--- config.mk ---
export PLATFORM = sky130hd
export DESIGN_NAME = rd_bus_arbiter
export DESIGN_NICKNAME = d
export VERILOG_FILES = /design/src/rtl/rd_bus_arbiter.sv
export SDC_FILE = /design/constraint.sdc
export NUM_CORES = 1
export LEC_CHECK = 0
export ABC_AREA = 1
export BUFFER_PORTS_ARGS = -buffer_cell sky130_fd_sc_hd__buf_2
export CORE_AREA = 2 2 192 194
export CTS_CLUSTER_SIZE = 12
export DETAILED_ROUTE_END_ITERATION = 10
export DIE_AREA = 0 0 194 196
export REMOVE_ABC_BUFFERS = 1
export SLEW_MARGIN = 20
export SYNTH_ARGS = -nofsm -noshare
export SYNTH_HDL_FRONTEND = slang
export SYNTH_SLANG_ARGS = --single-unit
--- constraint.sdc ---
create_clock -name clk -period 2.63 [get_ports clk]
set_input_delay 0.526 -clock clk [delete_from_list [all_inputs] [get_ports clk]]
set_output_delay 0.526 -clock clk [all_outputs]
set_load 0.05 [all_outputs]
--- src/rtl/rd_bus_arbiter.sv ---
// Two-requester (D-cache / I-cache) read-bus arbiter with round-robin tie break,
// per-requester pending latch, owner-only response routing and a sticky protocol-error flag.
module rd_bus_arbiter #(
  parameter int unsigned AWIDTH = 32
) (
  input  logic              clk,
  input  logic              rst_n,
  input  logic              dcr_start_rq,
  input  logic [AWIDTH-1:0] dcr_rin_addr,
  input  logic              icr_start_rq,
  input  logic [AWIDTH-1:0] icr_rin_addr,
  output logic              start_rq,
  output logic [AWIDTH-1:0] rin_addr,
  input  logic [127:0]      rdat_m_data,
  input  logic              rdat_m_valid,
  input  logic              finish_mrd,
  output logic [127:0]      dc_rdat_m_data,
  output logic [127:0]      ic_rdat_m_data,
  output logic              dc_rdat_m_valid,
  output logic              ic_rdat_m_valid,
  output logic              dc_finish_mrd,
  output logic              ic_finish_mrd,
  output logic              dc_busy,
  output logic              ic_busy,
  output logic              arb_err
);

  localparam logic [1:0] S_IDLE  = 2'd0;
  localparam logic [1:0] S_ISSUE = 2'd1;
  localparam logic [1:0] S_WAIT  = 2'd2;

  localparam logic OWN_DC = 1'b0;
  localparam logic OWN_IC = 1'b1;

  logic [1:0]        state_q, state_d;
  logic              owner_q, owner_d;
  logic              last_q, last_d;
  logic              dc_pend_q, dc_pend_d;
  logic              ic_pend_q, ic_pend_d;
  logic [AWIDTH-1:0] dc_addr_q, dc_addr_d;
  logic [AWIDTH-1:0] ic_addr_q, ic_addr_d;
  logic [AWIDTH-1:0] rin_q, rin_d;
  logic              start_q, start_d;
  logic              err_q, err_d;

  logic active, dc_own, ic_own;
  logic dc_acc, ic_acc, dc_rej, ic_rej;
  logic dc_el, ic_el, grant_ic;

  assign active = (state_q != S_IDLE);
  assign dc_own = active & (owner_q == OWN_DC);
  assign ic_own = active & (owner_q == OWN_IC);

  assign dc_busy = dc_pend_q | dc_own;
  assign ic_busy = ic_pend_q | ic_own;

  // A requester that is already pending or in flight cannot queue a second read.
  assign dc_acc = dcr_start_rq & ~dc_busy;
  assign ic_acc = icr_start_rq & ~ic_busy;
  assign dc_rej = dcr_start_rq & dc_busy;
  assign ic_rej = icr_start_rq & ic_busy;

  assign dc_rdat_m_data  = rdat_m_data;
  assign ic_rdat_m_data  = rdat_m_data;
  assign dc_rdat_m_valid = rdat_m_valid & dc_own;
  assign ic_rdat_m_valid = rdat_m_valid & ic_own;
  assign dc_finish_mrd   = finish_mrd & (state_q == S_WAIT) & (owner_q == OWN_DC);
  assign ic_finish_mrd   = finish_mrd & (state_q == S_WAIT) & (owner_q == OWN_IC);

  assign start_rq = start_q;
  assign rin_addr = rin_q;
  assign arb_err  = err_q;

  assign dc_el    = dc_pend_q | dc_acc;
  assign ic_el    = ic_pend_q | ic_acc;
  assign grant_ic = ic_el & (~dc_el | (last_q == OWN_DC));

  always_comb begin
    state_d   = state_q;
    owner_d   = owner_q;
    last_d    = last_q;
    dc_pend_d = dc_pend_q;
    ic_pend_d = ic_pend_q;
    dc_addr_d = dc_addr_q;
    ic_addr_d = ic_addr_q;
    rin_d     = rin_q;
    start_d   = 1'b0;
    err_d     = err_q | dc_rej | ic_rej
              | (rdat_m_valid & (state_q == S_IDLE))
              | (finish_mrd & (state_q != S_WAIT));

    if (dc_acc) begin
      dc_pend_d = 1'b1;
      dc_addr_d = dcr_rin_addr;
    end
    if (ic_acc) begin
      ic_pend_d = 1'b1;
      ic_addr_d = icr_rin_addr;
    end

    case (state_q)
      S_IDLE: begin
        if (dc_el | ic_el) begin
          state_d = S_ISSUE;
          start_d = 1'b1;
          owner_d = grant_ic;
          last_d  = grant_ic;
          // Same-cycle pulse bypasses the latch straight into the bus address.
          if (grant_ic) begin
            ic_pend_d = 1'b0;
            rin_d     = ic_pend_q ? ic_addr_q : icr_rin_addr;
          end else begin
            dc_pend_d = 1'b0;
            rin_d     = dc_pend_q ? dc_addr_q : dcr_rin_addr;
          end
        end
      end
      S_ISSUE: state_d = S_WAIT;
      S_WAIT:  if (finish_mrd) state_d = S_IDLE;
      default: state_d = S_IDLE;
    endcase
  end

  always_ff @(posedge clk or negedge rst_n) begin
    if (!rst_n) begin
      state_q   <= S_IDLE;
      owner_q   <= OWN_DC;
      last_q    <= OWN_IC;
      dc_pend_q <= 1'b0;
      ic_pend_q <= 1'b0;
      dc_addr_q <= '0;
      ic_addr_q <= '0;
      rin_q     <= '0;
      start_q   <= 1'b0;
      err_q     <= 1'b0;
    end else begin
      state_q   <= state_d;
      owner_q   <= owner_d;
      last_q    <= last_d;
      dc_pend_q <= dc_pend_d;
      ic_pend_q <= ic_pend_d;
      dc_addr_q <= dc_addr_d;
      ic_addr_q <= ic_addr_d;
      rin_q     <= rin_d;
      start_q   <= start_d;
      err_q     <= err_d;
    end
  end

endmodule

==> flow_metrics.py, run 1 <==
metrics = {
    "status": {
        "status": "finished clean",
    },
    "power": {
        "p_per_area_nw_per_um2": 1401,
        "vdd_ir_drop_max_mv": 0.5209,
        "switchingPower_mw": 4.604,
        "switching_share_pct": 50.76,
        "p_comb_share_pct": 53.5,
        "seq_power_share_pct": 30.8,
        "p_clk_share_pct": 15.7,
        "p_leak_nw": 3.239,
        "internal_power_mw": 4.466,
    },
    "detailed_routing": {
        "wl_per_cell_um": 45.99,
        "ant_nets": 0,
        "dr.pass1.iters": 6,
        "post_drt_via_cell_ratio": 4.471,
        "dr_total_vias": 5522,
        "finalWirelength_mm": 56.80,
        "drtIter0Drc": 443,
        "drc_errors": 0,
    },
    "final_layout": {
        "fin_nets": 958,
        "areaGrowthSynthToFinish_pct": -7.277,
        "drive_above_1_share_pct": 19.74,
        "stdcell_count": 1235,
    },
    "timing": {
        "relSlewSlack_pct": 50.47,
        "hold_viol": 0,
        "tightest_slew_ns": 0.7419,
        "drv_slew": 0,
        "setup_tns_ns": 0,
        "skew_ns": 0.01293,
        "finalCritPeriodShare_pct": 81.58,
        "fmax_ghz": 0.4661,
        "hold_ws_ns": 0.1824,
        "period_needed_ns": 2.145,
        "setup_viol": 0,
        "rsz0062_at_grt": "false",
    },
    "placement": {
        "hpwl_mm": 50.02,
        "dp.cells": 1217,
        "place_congestion": 0.9790,
        "portBuffers": 109,
    },
    "critical_path": {
        "reg2reg_depth": 9,
        "worst_path_max_delay_cell": "dfrtp_1",
        "cp.required_ns": 2.10,
        "cp-end-kind": "output port",
        "r2r_end": "rin_addr[11]$_DFFE_PN0P_",
        "crit_fanout": 4,
        "crit_chain": "inv_1, nand2_2, nand2_2, nor2_1, buf_2",
        "worst_path_most_repeated_cell": "nand2_2",
        "critPathLaunchType": "flop",
        "path_buf_inv": 2,
        "arrival_ns": 1.62,
        "crit_path_max_incr_delay_ns": 0.41,
        "worst_r2r_startpoint": "state_q[0]$_DFFE_PN0P_",
        "criticalPathCategory": "flop to output port",
        "ff2ff_setup_slack_ns": 0.73,
        "worst_path_dominant_cell_family": "simple AND/OR/NAND/NOR gates",
    },
    "die": {
        "die_w_um": 194,
        "io_pins": 494,
        "rows": 70,
        "die_area_um2": 38020,
        "initial_core_util_pct": 19.34,
        "die-height_um": 196,
        "core-area_um2": 36080,
    },
    "synthesis": {
        "yosysWarnings": 0,
        "syn_inst": 922,
        "syn_area_um2": 6980,
        "yosys_register_bits": 104,
        "ys_types": 23,
        "ys_seq_area_share_pct": 37.30,
        "avgSynthCellArea_um2": 7.571,
    },
    "global_routing": {
        "grt_max_degree": 65,
        "grt_pass1_wl_mm": 68.54,
        "gr-total-overflow": 0,
        "grt.total_usage_pct": 29.19,
        "grt_pass1_vias": 4968,
        "antenna_found_initial": 3,
    },
    "clock_tree": {
        "postCtsHoldBufs": 0,
        "cts_tree": "yes",
        "cts_num_sinks": 104,
        "clock_latency_ns": 0.35,
        "cts-root-buf": "clkbuf_16",
        "cts_post_setup_buffers_inserted": 0,
        "path_clk_slew_ns": 0.08,
        "ctsLongestPathBuffers": 2,
        "cts_buffers": 9,
        "cts_resized": 0,
        "htreeDepth": 3,
    },
    "min_path": {
        "hold_path_class": "input port to asynchronous set/reset pin",
    },
    "job": {
        "cap_violations": 0,
    },
}
cell usage in the layout (no fill, tap or decap), drive strengths merged:
| master | instances |
|---|---|
| a22oi | 1 |
| bufinv | 1 |
| buf | 122 |
| clkbuf | 10 |
| clkinv | 3 |
| nor3 | 2 |
| a21oi | 23 |
| nand2 | 217 |
| o21bai | 1 |
| dfrtp | 103 |
| o211ai | 1 |
| inv | 75 |
| o21ai | 116 |
| clkinvlp | 2 |
| nor2 | 20 |
| nand3 | 67 |
| dfstp | 1 |
| diode | 2 |
cell type report:
| type | count | area (um^2) |
|---|---|---|
| Clock inverter | 6 | 78.83 |
| Timing Repair Buffer | 122 | 685.7 |
| Fill cell | 4117 | 29610 |
| Multi-Input combinational cell | 448 | 2003 |
| Sequential cell | 104 | 2604 |
| Inverter | 75 | 281.5 |
| Antenna cell | 2 | 5.005 |
| Tap cell | 468 | 585.6 |
| Clock buffer | 10 | 229.0 |
cell families (layout without fill, tap and decap cells):
logic type / count (synthesis) / after routing / synth area share (%)
buffers and inverters: 370 / 213 / 34.07
other: 0 / 2 / 0
AO/OA/AOI/OAI: 142 / 142 / 10.72
AND/OR/NAND/NOR: 306 / 306 / 17.91
flip-flops: 104 / 104 / 37.30
layer usage:
layer / global-route usage [%] / wire length, um
met3: 32.44 / 13170
met4: 23.74 / 5575
met5: 13.15 / 661
met2: 46.12 / 25750
met1: 16.93 / 11650
power by group through the flow:
stage / Clock [mW] / Sequential, mW / Combinational (mW)
after floorplan: 0 / 3.68 / 2.39
after global placement: 0 / 2.79 / 4.83
after detailed placement: 0 / 2.81 / 4.92
after CTS: 1.48 / 2.79 / 4.94
after global routing: 1.54 / 2.89 / 5.38
final: 1.42 / 2.80 / 4.85
cells in the mapped netlist, drive strengths merged:
library cell | instances | area (um^2)
buf | 272 | 2011
nand2 | 217 | 824.5
o21bai | 1 | 7.510
dfrtp | 103 | 2577
a22oi | 1 | 7.510
clkbuf | 23 | 86.33
o21ai | 116 | 584.3
inv | 74 | 277.8
nor3 | 2 | 10.01
dfstp | 1 | 26.28
a21oi | 23 | 141.4
nor2 | 20 | 75.07
clkinv | 1 | 3.750
nand3 | 67 | 340.3
o211ai | 1 | 7.510
how the worst max path moves through the flow:
stage	startpoint	endpoint	slack [ns]	cells past startpoint
floorplan	dc_pend_q$_DFF_PN0_	dc_addr_q[0]$_DFFE_PN0P_	0.09	3
global placement	icr_start_rq	rin_addr[21]$_DFFE_PN0P_	0.73	8
detailed placement	icr_start_rq	rin_addr[9]$_DFFE_PN0P_	0.68	6
CTS	state_q[1]$_DFFE_PN0P_	dc_rdat_m_valid	0.47	5
global route	ic_pend_q$_DFF_PN0_	ic_busy	0.37	3
finish	state_q[1]$_DFFE_PN0P_	dc_rdat_m_valid	0.48	5
through the flow:
stage | power, mW | setup WS (ns) | cell area, um^2 | util [%]
final | 9.070 | 0.4845 | 6472 | 17.94
after global routing | 9.816 | 0.3686 | 6467 | 17.92
after CTS | 9.216 | 0.4671 | 6467 | 17.92
after detailed placement | 7.733 | 0.6790 | 6160 | 17.07
after global placement | 7.624 | 0.7258 | 6160 | 17.07
after floorplan | 6.072 | 0.09093 | 4883 | -
sequential cells by signal, summed over array words and instances, names as in the netlist:
register and count:
dc_pend_q 1, last_q 1, ic_addr_q 32, rin_addr 32, start_rq 1, dc_addr_q 32
state_q 2, owner_q 1, arb_err 1, ic_pend_q 1
No activity file was read; power rests on OpenSTA's default activity.
==> inputs of run 2 (changes only) <==
--- a/config.mk
+++ b/config.mk
@@ -7,10 +7,10 @@
 export LEC_CHECK = 0
 export ABC_AREA = 1
 export BUFFER_PORTS_ARGS = -buffer_cell sky130_fd_sc_hd__buf_2
-export CORE_AREA = 2 2 192 194
+export CORE_AREA = 2 2 193 195
 export CTS_CLUSTER_SIZE = 12
 export DETAILED_ROUTE_END_ITERATION = 10
-export DIE_AREA = 0 0 194 196
+export DIE_AREA = 0 0 195 197
 export REMOVE_ABC_BUFFERS = 1
 export SLEW_MARGIN = 20
 export SYNTH_ARGS = -nofsm -noshare
==> constraint.sdc (replaced) <==
create_clock -name clk -period 2 [get_ports clk]
set_input_delay 0.4 -clock clk [delete_from_list [all_inputs] [get_ports clk]]
set_output_delay 0.4 -clock clk [all_outputs]
set_load 0.05 [all_outputs]
==> flow_metrics.py, run 2 (synthesized netlist as in run 1, its figures left out) <==
metrics = {
    "final_layout": {
        "layout_commonest_cell": "nand2_1",
        "areaGrowthSynthToFinish_pct": -6.381,
        "layout_common_cells": "nand2_1, o21ai_0, buf_2",
        "drive_above_1_share_pct": 20.23,
        "fin_nets": 964,
        "design_area_um2": 6535,
    },
    "clock_tree": {
        "path_clk_slew_ns": 0.07,
        "cts_tree": "yes",
        "clock_latency_ns": 0.36,
        "cts_resized": 0,
        "ctsLongestPathBuffers": 2,
        "htreeDepth": 3,
        "cts_num_sinks": 104,
        "cts_buffers": 9,
        "cts-root-buf": "clkbuf_16",
    },
    "global_routing": {
        "antenna_found_initial": 4,
        "grt.total_usage_pct": 29.48,
        "grt_pass1_vias": 5050,
        "grt_pass1_wl_mm": 69.09,
        "grt_max_degree": 65,
        "gr-total-overflow": 0,
    },
    "die": {
        "rows": 70,
        "core-area_um2": 36260,
        "die_w_um": 195,
        "io_pins": 494,
        "die_area_um2": 38420,
        "die-height_um": 197,
        "initial_core_util_pct": 19.25,
    },
    "timing": {
        "hold_ws_ns": 0.2985,
        "hold_viol": 0,
        "relSlewSlack_pct": 56.37,
        "finalCritPeriodShare_pct": 94.73,
        "drv_slew": 0,
        "setup_viol": 0,
        "rsz0062_at_grt": "false",
        "tightest_slew_ns": 0.6534,
        "skew_ns": 0.006601,
        "fmax_ghz": 0.5278,
        "period_needed_ns": 1.895,
    },
    "placement": {
        "place_congestion": 0.9846,
        "hpwl_mm": 50.54,
        "portBuffers": 109,
        "placed_cell_area_um2": 6222,
    },
    "min_path": {
        "hold_path_class": "input port to flop",
        "hold_path_depth": 2,
        "whs_endpoint": "state_q[1]$_DFFE_PN0P_",
        "hold_start": "finish_mrd",
    },
    "detailed_routing": {
        "finalWirelength_mm": 57.76,
        "ant_nets": 0,
        "drtIter0Drc": 488,
        "dr_total_vias": 5544,
        "dr.pass1.iters": 5,
        "wl_per_cell_um": 46.54,
        "drc_errors": 0,
        "post_drt_via_cell_ratio": 4.467,
    },
    "power": {
        "p_per_area_nw_per_um2": 1849,
        "switching_share_pct": 50.59,
        "internal_power_mw": 5.969,
        "vdd_ir_drop_max_mv": 0.6820,
        "seq_power_share_pct": 30.5,
        "p_comb_share_pct": 54.2,
        "p_leak_nw": 3.267,
        "p_clk_share_pct": 15.3,
        "switchingPower_mw": 6.112,
        "power_mw": 12.08,
    },
    "critical_path": {
        "cp-end-kind": "output port",
        "critPathLaunchType": "flop",
        "cp.required_ns": 1.60,
        "criticalPathCategory": "flop to output port",
        "arrival_ns": 1.49,
        "reg2reg_depth": 8,
        "worst_path_max_delay_cell": "dfrtp_1",
        "crit_fanout": 4,
        "crit_chain": "inv_1, nand2_2, nand2_2, nor2_1, buf_2",
        "worst_path_most_repeated_cell": "nand2_2",
        "worst_r2r_startpoint": "state_q[1]$_DFFE_PN0P_",
        "ff2ff_setup_slack_ns": 0.19,
        "crit_path_max_incr_delay_ns": 0.42,
        "r2r_end": "rin_addr[1]$_DFFE_PN0P_",
    },
    "job": {
        "cap_violations": 0,
    },
    "status": {
        "status": "finished clean",
    },
}
[run 2: per-layer routing]
metal / part of all wire (%) / up-vias / GRT usage [%]
met1: 20 / 2427 / 16.51
li1: - / 2317 / -
met3: 25 / 122 / 34.72
met2: 44 / 662 / 46.15
met4: 9.8 / 16 / 23.64
met5: 1.1 / - / 12.39
[run 2: critical path: cells and delay by family, from the launching register on]
kind                   cells  cell delay [ns]
flip-flops                 1             0.42
AND/OR/NAND/NOR            3             0.33
buffers and inverters      2             0.38
[run 2: repair_timing]
item                                   CTS  global route
setup buffers                            0             0
hold buffers                             1             0
endpoints found under the hold margin   24             0
[run 2: power by group through the flow]
stage	Clock [mW]	Combinational [mW]	Sequential, mW
after global placement	0	6.48	3.69
after detailed placement	0	6.62	3.70
final	1.84	6.55	3.69
after floorplan	0	3.15	4.84
after global routing	1.97	7.26	3.81
after CTS	1.88	6.63	3.68
[run 2: final cells by class]
cell class / instances / area [um^2]
fill: 4164 / 29720
sequential: 104 / 2604
multi-input combinational: 448 / 2003
timing repair buffer: 128 / 758.2
tap: 468 / 585.6
inverter: 75 / 281.5
clock buffer: 10 / 229.0
clock inverter: 6 / 68.82
antenna: 2 / 5.005
[run 2: worst max-delay path by stage]
stage / cells past startpoint / start / end
floorplan: 3 / dc_pend_q$_DFF_PN0_ / dc_addr_q[0]$_DFFE_PN0P_
global placement: 8 / state_q[1]$_DFFE_PN0P_ / rin_addr[28]$_DFFE_PN0P_
detailed placement: 8 / state_q[1]$_DFFE_PN0P_ / rin_addr[29]$_DFFE_PN0P_
CTS: 4 / ic_pend_q$_DFF_PN0_ / ic_busy
global route: 4 / state_q[0]$_DFFE_PN0P_ / dc_finish_mrd
finish: 5 / state_q[1]$_DFFE_PN0P_ / dc_rdat_m_valid
[run 2: per-stage QoR]
step	std cells	util, %	setup TNS [ns]	setup slack [ns]
2_1_floorplan	627	-	-33.63	-0.5391
3_3_place_gp	1222	17.16	0	0.2873
3_5_place_dp	1222	17.16	0	0.2247
4_1_cts	1239	18.01	0	0.09751
5_1_grt	1239	18.01	0	0.01011
6_report	1241	18.02	0	0.1055
